<file path="src/rtl/icap_cfg_reg_reader_if.sv">
`default_nettype none
// ============================================================================
// Module      : icap_cfg_reg_reader_if
// Description : Request/response handshake between a register front end and
//               the ICAP configuration register reader.
// Revision    : 1.0 - initial release
// ============================================================================
interface icap_cfg_reg_reader_if;
  logic        req_valid;
  logic        req_ready;
  logic [4:0]  req_reg;
  logic        rsp_valid;
  logic        rsp_ready;
  logic [31:0] rsp_data;

  // Requester side (register block or testbench)
  modport master (
    output req_valid, req_reg, rsp_ready,
    input  req_ready, rsp_valid, rsp_data
  );

  // Reader side
  modport slave (
    input  req_valid, req_reg, rsp_ready,
    output req_ready, rsp_valid, rsp_data
  );
endinterface
`default_nettype wire

</file>
<file path="src/rtl/icap_cfg_reg_reader.sv">
`default_nettype none
// ============================================================================
// Module      : icap_cfg_reg_reader
// Description : Reads one 32-bit configuration register through ICAPE3:
//               sync, Type-1 read header, read window, DESYNC, response.
// Revision    : 1.0 - initial release
// ============================================================================
module icap_cfg_reg_reader #(
  parameter int READ_WAIT = 8
) (
  input  logic                   axi_aclk,
  input  logic                   axi_aresetn,
  icap_cfg_reg_reader_if.slave   bus,
  input  logic                   icap_avail,
  output logic                   icap_busy,
  output logic                   icap_csib,
  output logic                   icap_rdwrb,
  output logic [31:0]            icap_i,
  input  logic [31:0]            icap_o
);

  localparam logic [31:0] C_DUMMY      = 32'hFFFF_FFFF;
  localparam logic [31:0] C_SYNC       = 32'hAA99_5566;
  localparam logic [31:0] C_NOOP       = 32'h2000_0000;
  localparam logic [31:0] C_RD_HDR     = 32'h2800_0001;
  localparam logic [31:0] C_DESYNC_HDR = 32'h3000_8001;
  localparam logic [31:0] C_DESYNC_CMD = 32'h0000_000D;

  // Counter must cover both the 7-word header and the read window
  localparam int                CNT_MAX = (READ_WAIT > 7) ? READ_WAIT : 7;
  localparam int                CNT_W   = $clog2(CNT_MAX + 1);
  localparam logic [CNT_W-1:0]  RD_LAST = CNT_W'(READ_WAIT - 1);

  typedef enum logic [2:0] {
    ST_IDLE      = 3'd0,
    ST_WR_HDR    = 3'd1,
    ST_TO_RD     = 3'd2,
    ST_RD_WAIT   = 3'd3,
    ST_TO_WR     = 3'd4,
    ST_WR_DESYNC = 3'd5,
    ST_RESP      = 3'd6
  } state_t;

  state_t            state_q;
  logic [CNT_W-1:0]  cnt_q;
  logic [4:0]        reg_q;
  logic              csib_q;
  logic              rdwrb_q;
  logic [31:0]       i_q;
  logic              busy_q;
  logic              rsp_valid_q;
  logic [31:0]       rsp_data_q;

  logic              w_req_ready;
  logic [2:0]        w_hdr_nxt;
  logic [1:0]        w_ds_nxt;

  // ICAP data lanes are bit-reversed within each byte
  function automatic logic [31:0] rev8(input logic [31:0] w);
    logic [31:0] r;
    r = '0;
    for (int b = 0; b < 4; b++) begin
      for (int k = 0; k < 8; k++) begin
        r[8*b + k] = w[8*b + 7 - k];
      end
    end
    return r;
  endfunction

  // Word idx of the sync + read-header preamble
  function automatic logic [31:0] hdr_word(input logic [2:0] idx, input logic [4:0] r);
    logic [31:0] w;
    case (idx)
      3'd0:    w = C_DUMMY;
      3'd1:    w = C_SYNC;
      3'd4:    w = C_RD_HDR | {14'd0, r, 13'd0};
      default: w = C_NOOP;
    endcase
    return w;
  endfunction

  // Word idx of the DESYNC postamble
  function automatic logic [31:0] desync_word(input logic [1:0] idx);
    logic [31:0] w;
    case (idx)
      2'd0:    w = C_DESYNC_HDR;
      2'd1:    w = C_DESYNC_CMD;
      default: w = C_NOOP;
    endcase
    return w;
  endfunction

  // Accept only when idle with no response pending and ICAP available
  assign w_req_ready = axi_aresetn && (state_q == ST_IDLE) && !rsp_valid_q && icap_avail;
  assign w_hdr_nxt   = cnt_q[2:0] + 3'd1;
  assign w_ds_nxt    = cnt_q[1:0] + 2'd1;

  // Sequencer: every ICAP pin and response output is registered here
  always_ff @(posedge axi_aclk) begin
    if (!axi_aresetn) begin
      state_q     <= ST_IDLE;
      cnt_q       <= '0;
      reg_q       <= '0;
      csib_q      <= 1'b1;
      rdwrb_q     <= 1'b0;
      i_q         <= rev8(C_DUMMY);
      busy_q      <= 1'b0;
      rsp_valid_q <= 1'b0;
      rsp_data_q  <= '0;
    end else begin
      case (state_q)
        ST_IDLE: begin
          if (bus.req_valid && w_req_ready) begin
            state_q <= ST_WR_HDR;
            cnt_q   <= '0;
            reg_q   <= bus.req_reg;
            csib_q  <= 1'b0;
            rdwrb_q <= 1'b0;
            i_q     <= rev8(C_DUMMY);
            busy_q  <= 1'b1;
          end
        end
        ST_WR_HDR: begin
          if (cnt_q[2:0] == 3'd6) begin
            state_q <= ST_TO_RD;
            cnt_q   <= '0;
            csib_q  <= 1'b1;
            i_q     <= rev8(C_DUMMY);
          end else begin
            cnt_q <= cnt_q + 1'b1;
            i_q   <= rev8(hdr_word(w_hdr_nxt, reg_q));
          end
        end
        ST_TO_RD: begin
          // Direction flips only while CSIB is deasserted
          if (cnt_q == '0) begin
            cnt_q   <= cnt_q + 1'b1;
            rdwrb_q <= 1'b1;
          end else begin
            state_q <= ST_RD_WAIT;
            cnt_q   <= '0;
            csib_q  <= 1'b0;
          end
        end
        ST_RD_WAIT: begin
          if (cnt_q == RD_LAST) begin
            state_q    <= ST_TO_WR;
            cnt_q      <= '0;
            csib_q     <= 1'b1;
            rsp_data_q <= rev8(icap_o);
          end else begin
            cnt_q <= cnt_q + 1'b1;
          end
        end
        ST_TO_WR: begin
          if (cnt_q == '0) begin
            cnt_q   <= cnt_q + 1'b1;
            rdwrb_q <= 1'b0;
          end else begin
            state_q <= ST_WR_DESYNC;
            cnt_q   <= '0;
            csib_q  <= 1'b0;
            i_q     <= rev8(C_DESYNC_HDR);
          end
        end
        ST_WR_DESYNC: begin
          if (cnt_q[1:0] == 2'd3) begin
            state_q     <= ST_RESP;
            cnt_q       <= '0;
            csib_q      <= 1'b1;
            busy_q      <= 1'b0;
            rsp_valid_q <= 1'b1;
            i_q         <= rev8(C_DUMMY);
          end else begin
            cnt_q <= cnt_q + 1'b1;
            i_q   <= rev8(desync_word(w_ds_nxt));
          end
        end
        ST_RESP: begin
          if (bus.rsp_ready) begin
            state_q     <= ST_IDLE;
            rsp_valid_q <= 1'b0;
          end
        end
        default: begin
          state_q <= ST_IDLE;
        end
      endcase
    end
  end

  assign bus.req_ready = w_req_ready;
  assign bus.rsp_valid = rsp_valid_q;
  assign bus.rsp_data  = rsp_data_q;
  assign icap_busy     = busy_q;
  assign icap_csib     = csib_q;
  assign icap_rdwrb    = rdwrb_q;
  assign icap_i        = i_q;

endmodule
`default_nettype wire

</file>
<file path="src/flat_wrapper.sv">
// flat-port wrapper written by rule: the top's interface ports become plain ports
module icap_cfg_reg_reader_flat 
#(
  parameter int READ_WAIT = 8
)
  (axi_aclk, axi_aresetn, icap_avail, icap_busy, icap_csib, icap_rdwrb, icap_i, icap_o, bus_req_valid, bus_req_reg, bus_rsp_ready, bus_req_ready, bus_rsp_valid, bus_rsp_data);
  icap_cfg_reg_reader_if bus_i ();
  input  logic axi_aclk;
  input  logic axi_aresetn;
  input  logic icap_avail;
  output logic icap_busy;
  output logic icap_csib;
  output logic icap_rdwrb;
  output logic [31:0] icap_i;
  input  logic [31:0] icap_o;
  input wire logic [$bits(bus_i.req_valid)-1:0] bus_req_valid;
  input wire logic [$bits(bus_i.req_reg)-1:0] bus_req_reg;
  input wire logic [$bits(bus_i.rsp_ready)-1:0] bus_rsp_ready;
  output wire logic [$bits(bus_i.req_ready)-1:0] bus_req_ready;
  output wire logic [$bits(bus_i.rsp_valid)-1:0] bus_rsp_valid;
  output wire logic [$bits(bus_i.rsp_data)-1:0] bus_rsp_data;
  assign bus_i.req_valid = bus_req_valid;
  assign bus_i.req_reg = bus_req_reg;
  assign bus_i.rsp_ready = bus_rsp_ready;
  assign bus_req_ready = bus_i.req_ready;
  assign bus_rsp_valid = bus_i.rsp_valid;
  assign bus_rsp_data = bus_i.rsp_data;
  icap_cfg_reg_reader #(.READ_WAIT(READ_WAIT)) u_core (.axi_aclk(axi_aclk), .axi_aresetn(axi_aresetn), .bus(bus_i), .icap_avail(icap_avail), .icap_busy(icap_busy), .icap_csib(icap_csib), .icap_rdwrb(icap_rdwrb), .icap_i(icap_i), .icap_o(icap_o));
endmodule
</file>
<file path="config.mk">
export PLATFORM = sky130hd
export DESIGN_NAME = icap_cfg_reg_reader_flat
export DESIGN_NICKNAME = d
export VERILOG_FILES = /design/src/rtl/icap_cfg_reg_reader_if.sv /design/src/rtl/icap_cfg_reg_reader.sv /design/src/flat_wrapper.sv
export SDC_FILE = /design/constraint.sdc
export NUM_CORES = 1
export LEC_CHECK = 0
export BUFFER_PORTS_ARGS = -buffer_cell sky130_fd_sc_hd__buf_2
export CORE_UTILIZATION = 35
export CTS_CLUSTER_DIAMETER = 60
export DETAILED_ROUTE_END_ITERATION = 12
export PLACE_DENSITY = 0.64
export SLEW_MARGIN = 20
export SYNTH_ARGS = -nofsm -noshare
export SYNTH_HDL_FRONTEND = slang
export SYNTH_SLANG_ARGS = --single-unit
</file>
<file path="constraint.sdc">
create_clock -name axi_aclk -period 2.6 [get_ports axi_aclk]
set_input_delay 0.52 -clock axi_aclk [delete_from_list [all_inputs] [get_ports axi_aclk]]
set_output_delay 0.52 -clock axi_aclk [all_outputs]
set_load 0.01 [all_outputs]
</file>
==> qor.csv, run 1 <==
metric;value;unit
end_kind;primary output;
drive_gt1_share;33.1;%
cap_violations;0;
grt_start_max_net_pins;34;
fin_cells;534;
period_share;87.5;%
status;completed;
num_vias;2587;
leakage;1.45;nW
hold_buffers;0;
die_x;90.9;um
cts_root_buf;clkbuf_8;
synth_largest_area_cell;dfxtp_1;
power_density;781;nW/um^2
die_h;90.9;um
yosysUniqueCellTypes;53;
ctsHtreeMaxLevel;3;
reg2reg_from;u_core.cnt_q[1];
drt_pass1_iterations;4;
wl_per_cell;12.4;um
path_max_fanout;15;
setup_viol;0;
synth_most_common_cell;nand2_1;
dp_hpwl;4730;um
vdd_ir_drop_max;0.000263;V
r2r_end;u_core.icap_i[22];
min_delay_path_depth;3;
synthTopCellsByCount;nand2_1 (80), dfxtp_1 (61), a21oi_1 (44);
viasPerCell;4.84;
ioPinCount;111;
arrival;1750;ps
gp_congestion;0.886;
place_ws;443;ps
num_rows;32;
relSlewSlack;54.6;%
synth_nets;387;
drc_errors;0;
start_util;36.0;%
netlist_instances;340;
grt_pass1_vias;2319;
core_area;7690;um^2
cts-resized-gates;0;
tns;0;ps
skew;13.2;ps
crit_type;flop to primary output;
utilization;44.8;%
yosys_warnings;0;
syn-cell-area;2770;um^2
holdPathEnd;u_core.bus.rsp_data[14];
synthFlopType;dfxtp_1;
synth-async-reset-ratio;0;%
ff2ff_path_depth;7;
fmax;0.440;GHz
cts_tree;yes;
antenna_found_initial;0;
overflow;0;
cp.required;2080;ps
yosysSeqAreaShare;44.1;%
worst_slack;326;ps
fin_crit;2270;ps
antenna_cells;0;
synthTopCellsByArea;dfxtp_1 (44%), nand2_1 (11%), a21oi_1 (8.0%);
final-hold-violation-count;0;
start_kind;flop;
postRouteWirelength;6640;um
nets;474;
worst_pin_slew;672;ps
synth-edff-count;0;
postCtsSetupRepairBufs;0;
synth_top_area_share;44.1;%
cts_max_path_buffers;2;
synth_seq_cells;61;
area_growth;24.5;%
drv_slew;0;
clkTransAtPathRegs;80;ps
rsz0062_at_grt;false;
track_usage;16.8;%
dp.cells;518;
hp-start;icap_o[9];
numPortBuffers;110;
hold_class;input pin to flop;
drt_iter0_markers;201;
numCtsBuffers;9;
clock_sinks;61;
grt_pass1_wl;11100;um
synth.avg_cell_area;8.14;um^2
drtAntennaViolNets;0;
rrSetupSlack;410;ps
clkLatencyLatePin;340;ps
dieArea;8270;um^2
-- layout by cell type (no fill, tap or decap), types with 3 or more instances in the layout --
cell type    n
a21oi_1     44
buf_2      110
buf_4        6
clkbuf_8    10
clkinv_2     3
dfxtp_1     61
ha_1         5
inv_1        7
mux2i_1      5
nand2_1     80
nand3_1      7
nor2_1      20
nor3_1       6
o21ai_0     13
-- per-layer routing --
| layer | global-route usage (%) | routed length, um |
|---|---|---|
| met1 | 21.3 | 3060 |
| met2 | 27.4 | 3130 |
| met3 | 4.55 | 351 |
| met4 | 6.22 | 105 |
| met5 | 0 | 0 |
-- worst max-delay path: stages, from the launching register on --
cell     delay (ps)
dfxtp_1         460
buf_4           250
or3_1           390
nor3_1          180
buf_2           150
-- where the power goes --
part	internal [mW]	total, mW	switching, mW	leakage, nW
Clock	0.467	0.842	0.375	0.106
Combinational	0.305	0.755	0.450	0.852
Sequential	1.02	1.09	0.0696	0.494
Total	1.80	2.69	0.895	1.45
-- per-stage QoR --
stage	hold slack [ps]	total power [mW]	instance area, um^2
after detailed placement	444	1.87	3250
after global placement	439	1.86	3250
after global routing	397	2.86	3450
after floorplan	461	1.68	2770
after CTS	401	2.71	3450
final	411	2.69	3450
-- sequential cells by signal, summed over array words and instances, names as in the netlist --
name	flops
u_core.icap_busy	1
u_core.bus.rsp_data	32
u_core.icap_i	13
u_core.icap_rdwrb	1
u_core.bus.rsp_valid	1
u_core.state_q	3
u_core.icap_csib	1
u_core.cnt_q	4
u_core.reg_q	5
-- worst max-delay path by stage --
| stage | start | endpoint | slack [ps] | depth (start not counted) |
|---|---|---|---|---|
| after floorplan | u_core.cnt_q[1] | u_core.icap_i[10] | 700 | 7 |
| after global placement | u_core.cnt_q[1] | u_core.icap_i[27] | 460 | 7 |
| after detailed placement | u_core.cnt_q[0] | u_core.icap_i[22] | 440 | 7 |
| after CTS | u_core.state_q[2] | bus_req_ready | 330 | 4 |
| after global routing | u_core.state_q[2] | bus_req_ready | 160 | 4 |
| final | u_core.state_q[2] | bus_req_ready | 330 | 4 |
-- final cells by class --
| class | instances | area, um^2 |
|---|---|---|
| clock buffers | 10 | 138 |
| inverters | 8 | 30.0 |
| repair buffers | 116 | 596 |
| multi-input cells | 231 | 1270 |
| fillers | 792 | 4240 |
| clock inverters | 6 | 62.6 |
| flip-flops and latches | 61 | 1220 |
| well taps | 102 | 128 |
-- cells by family after synthesis --
group | Yosys count | synth area share (%)
xor+xnor | 1 | 0.317
simple gates | 135 | 22.8
fa+ha+maj | 5 | 2.26
flops | 61 | 44.1
mux | 5 | 1.81
compound gates | 85 | 18.7
buf+inv | 48 | 9.95
(Power assumes the default switching activity.)
==> inputs of run 2 (changes only) <==
--- a/config.mk
+++ b/config.mk
@@ -5,6 +5,7 @@
 export SDC_FILE = /design/constraint.sdc
 export NUM_CORES = 1
 export LEC_CHECK = 0
+export ABC_AREA = 1
 export BUFFER_PORTS_ARGS = -buffer_cell sky130_fd_sc_hd__buf_2
 export CORE_UTILIZATION = 35
 export CTS_CLUSTER_DIAMETER = 60
==> constraint.sdc (replaced) <==
create_clock -name axi_aclk -period 2.6 [get_ports axi_aclk]
set_input_delay 0.52 -clock axi_aclk [delete_from_list [all_inputs] [get_ports axi_aclk]]
set_output_delay 0.52 -clock axi_aclk [all_outputs]
set_load 0.02 [all_outputs]
==> qor.csv, run 2 <==
metric;value;unit
largest_reg_flops;32;
setup_viol;0;
yosys_warnings;0;
synth_mux_area_share;0;%
relSlewSlack;64.0;%
drtAntennaViolNets;0;
synth_fa_ha_area_share;2.18;%
power_density;1090;nW/um^2
numCtsBuffers;9;
synth.avg_cell_area;7.21;um^2
vdd_ir_drop_max;0.000367;V
dp.cells;575;
viasPerCell;4.62;
max_stage_delay;620;ps
antenna_found_initial;0;
worst_pin_slew;539;ps
wl_per_cell;11.6;um
synth_simple_gate_area_share;32.6;%
synthTopCellsByArea;dfxtp_1 (43%), nor2_1 (13%), nand2_1 (7.9%);
cap_violations;0;
grt_start_max_net_pins;57;
synth_top_area_share;42.6;%
synth-async-reset-ratio;0;%
path_cells;inv_1 -> nand2_2 -> nor2_1 -> buf_2;
start_kind;flop;
final-hold-violation-count;0;
area_growth;21.5;%
yosysUniqueCellTypes;26;
crit_type;flop to primary output;
synth_most_common_cell;nor2_1;
drv_slew;0;
synthTopCellsByCount;nor2_1 (100), dfxtp_1 (61), nand2_1 (60);
drt_pass1_iterations;4;
yosysSeqAreaShare;42.6;%
postRouteWirelength;6870;um
final_common_cell;buf_2;
synth_xor_area_share;0;%
synth_top_family_by_area;simple AND/OR/NAND/NOR gates;
synth_seq_cells;61;
fill_cells;846;
netlist_instances;397;
clkLatencyLatePin;340;ps
finalPower;3.80;mW
path_max_fanout;11;
slowest_stage;dfxtp_1;
drt_iter0_markers;138;
drive_gt1_share;30.3;%
clock_sinks;61;
ioPinCount;111;
path_delay_family;flip-flops;
cts_max_path_buffers;2;
num_rows;32;
gp_congestion;0.877;
postCtsSetupRepairBufs;0;
rsz0062_at_grt;false;
core_area;7810;um^2
syn-cell-area;2860;um^2
skew;5.86;ps
clkTransAtPathRegs;70;ps
overflow;0;
nets;531;
end_kind;primary output;
numPortBuffers;110;
arrival;1490;ps
grt_pass1_vias;2618;
die_h;92.5;um
place_ws;646;ps
dieArea;8550;um^2
cp.required;2080;ps
synth_nets;444;
hold_class;input pin to flop;
ctsHtreeMaxLevel;3;
die_x;92.5;um
num_vias;2732;
track_usage;17.2;%
cts_tree;yes;
grt_pass1_wl;11600;um
period_share;77.4;%
antenna_cells;0;
cts_root_buf;clkbuf_8;
tns;0;ps
synth-edff-count;0;
fin_cells;591;
synth_compound_area_share;9.74;%
crit_buf_inv;2;
synth_largest_area_cell;dfxtp_1;
fin_crit;2010;ps
dp_hpwl;4900;um
status;completed;
worst_slack;588;ps
drc_errors;0;
leakage;1.82;nW
fmax;0.497;GHz
layout_common_cells;buf_2 (110), nor2_1 (100), dfxtp_1 (61);
start_util;36.7;%
cts-resized-gates;0;
hold_buffers;0;
synthFlopType;dfxtp_1;
[run 2: cells by family (layout without fill, tap and decap cells)]
group           count (synthesis)  count (layout)
flops                          61              61
compound gates                 54              54
fa+ha+maj                       5               5
buf+inv                        62             154
simple gates                  215             215
[run 2: per-stage QoR]
step                      util, %  cell area (um^2)  hold WS, ps
after global routing         44.6              3480          388
after CTS                    44.6              3480          385
final                        44.6              3480          396
after detailed placement     42.1              3290          439
after global placement       42.1              3290          437
after floorplan                 -              2860          449
[run 2: power breakdown]
group          leakage (nW)  internal [mW]  total, mW  switching, mW
Sequential            0.496           1.09       1.28          0.184
Clock                0.0964          0.466      0.833          0.367
Combinational          1.23          0.545       1.68           1.14
Total                  1.82           2.11       3.80           1.69
[run 2: final cells by class]
class / count / area [um^2] / share of cell area (%)
clock buffer: 12 / 145 / 4.17
clock inverter: 4 / 47.5 / 1.37
inverter: 26 / 97.6 / 2.80
multi-input combinational: 274 / 1280 / 36.7
sequential: 61 / 1220 / 35.1
tap: 102 / 128 / 3.67
timing repair buffer: 112 / 566 / 16.2
[run 2: worst paths after layout]
path / from / endpoint / slack, ps / cells after the start
worst min-delay path: icap_o[13] / u_core.bus.rsp_data[10] / 400 / 3
worst min register to register: u_core.icap_i[27] / u_core.icap_i[27] / 450 / 2
worst max-delay path: u_core.state_q[1] / bus_req_ready / 590 / 4
worst max register to register: u_core.cnt_q[1] / u_core.icap_i[29] / 620 / 9
[run 2: worst register-to-register path: cells and delay by family, from the launching register on]
family                     cells  cell delay [ps]
buffers and inverters          3              270
and+or+nand+nor                3              380
adders and majority gates      2              560
AOI/OAI and AO/OA              1              200
DFF                            1              440
[run 2: layer usage]
metal	up-vias	wire, um	global-route usage, %
met5	-	0	0
met4	0	172	9.77
met3	14	586	5.25
met2	105	3160	28.3
met1	1194	2950	19.7
li1	1419	-	-
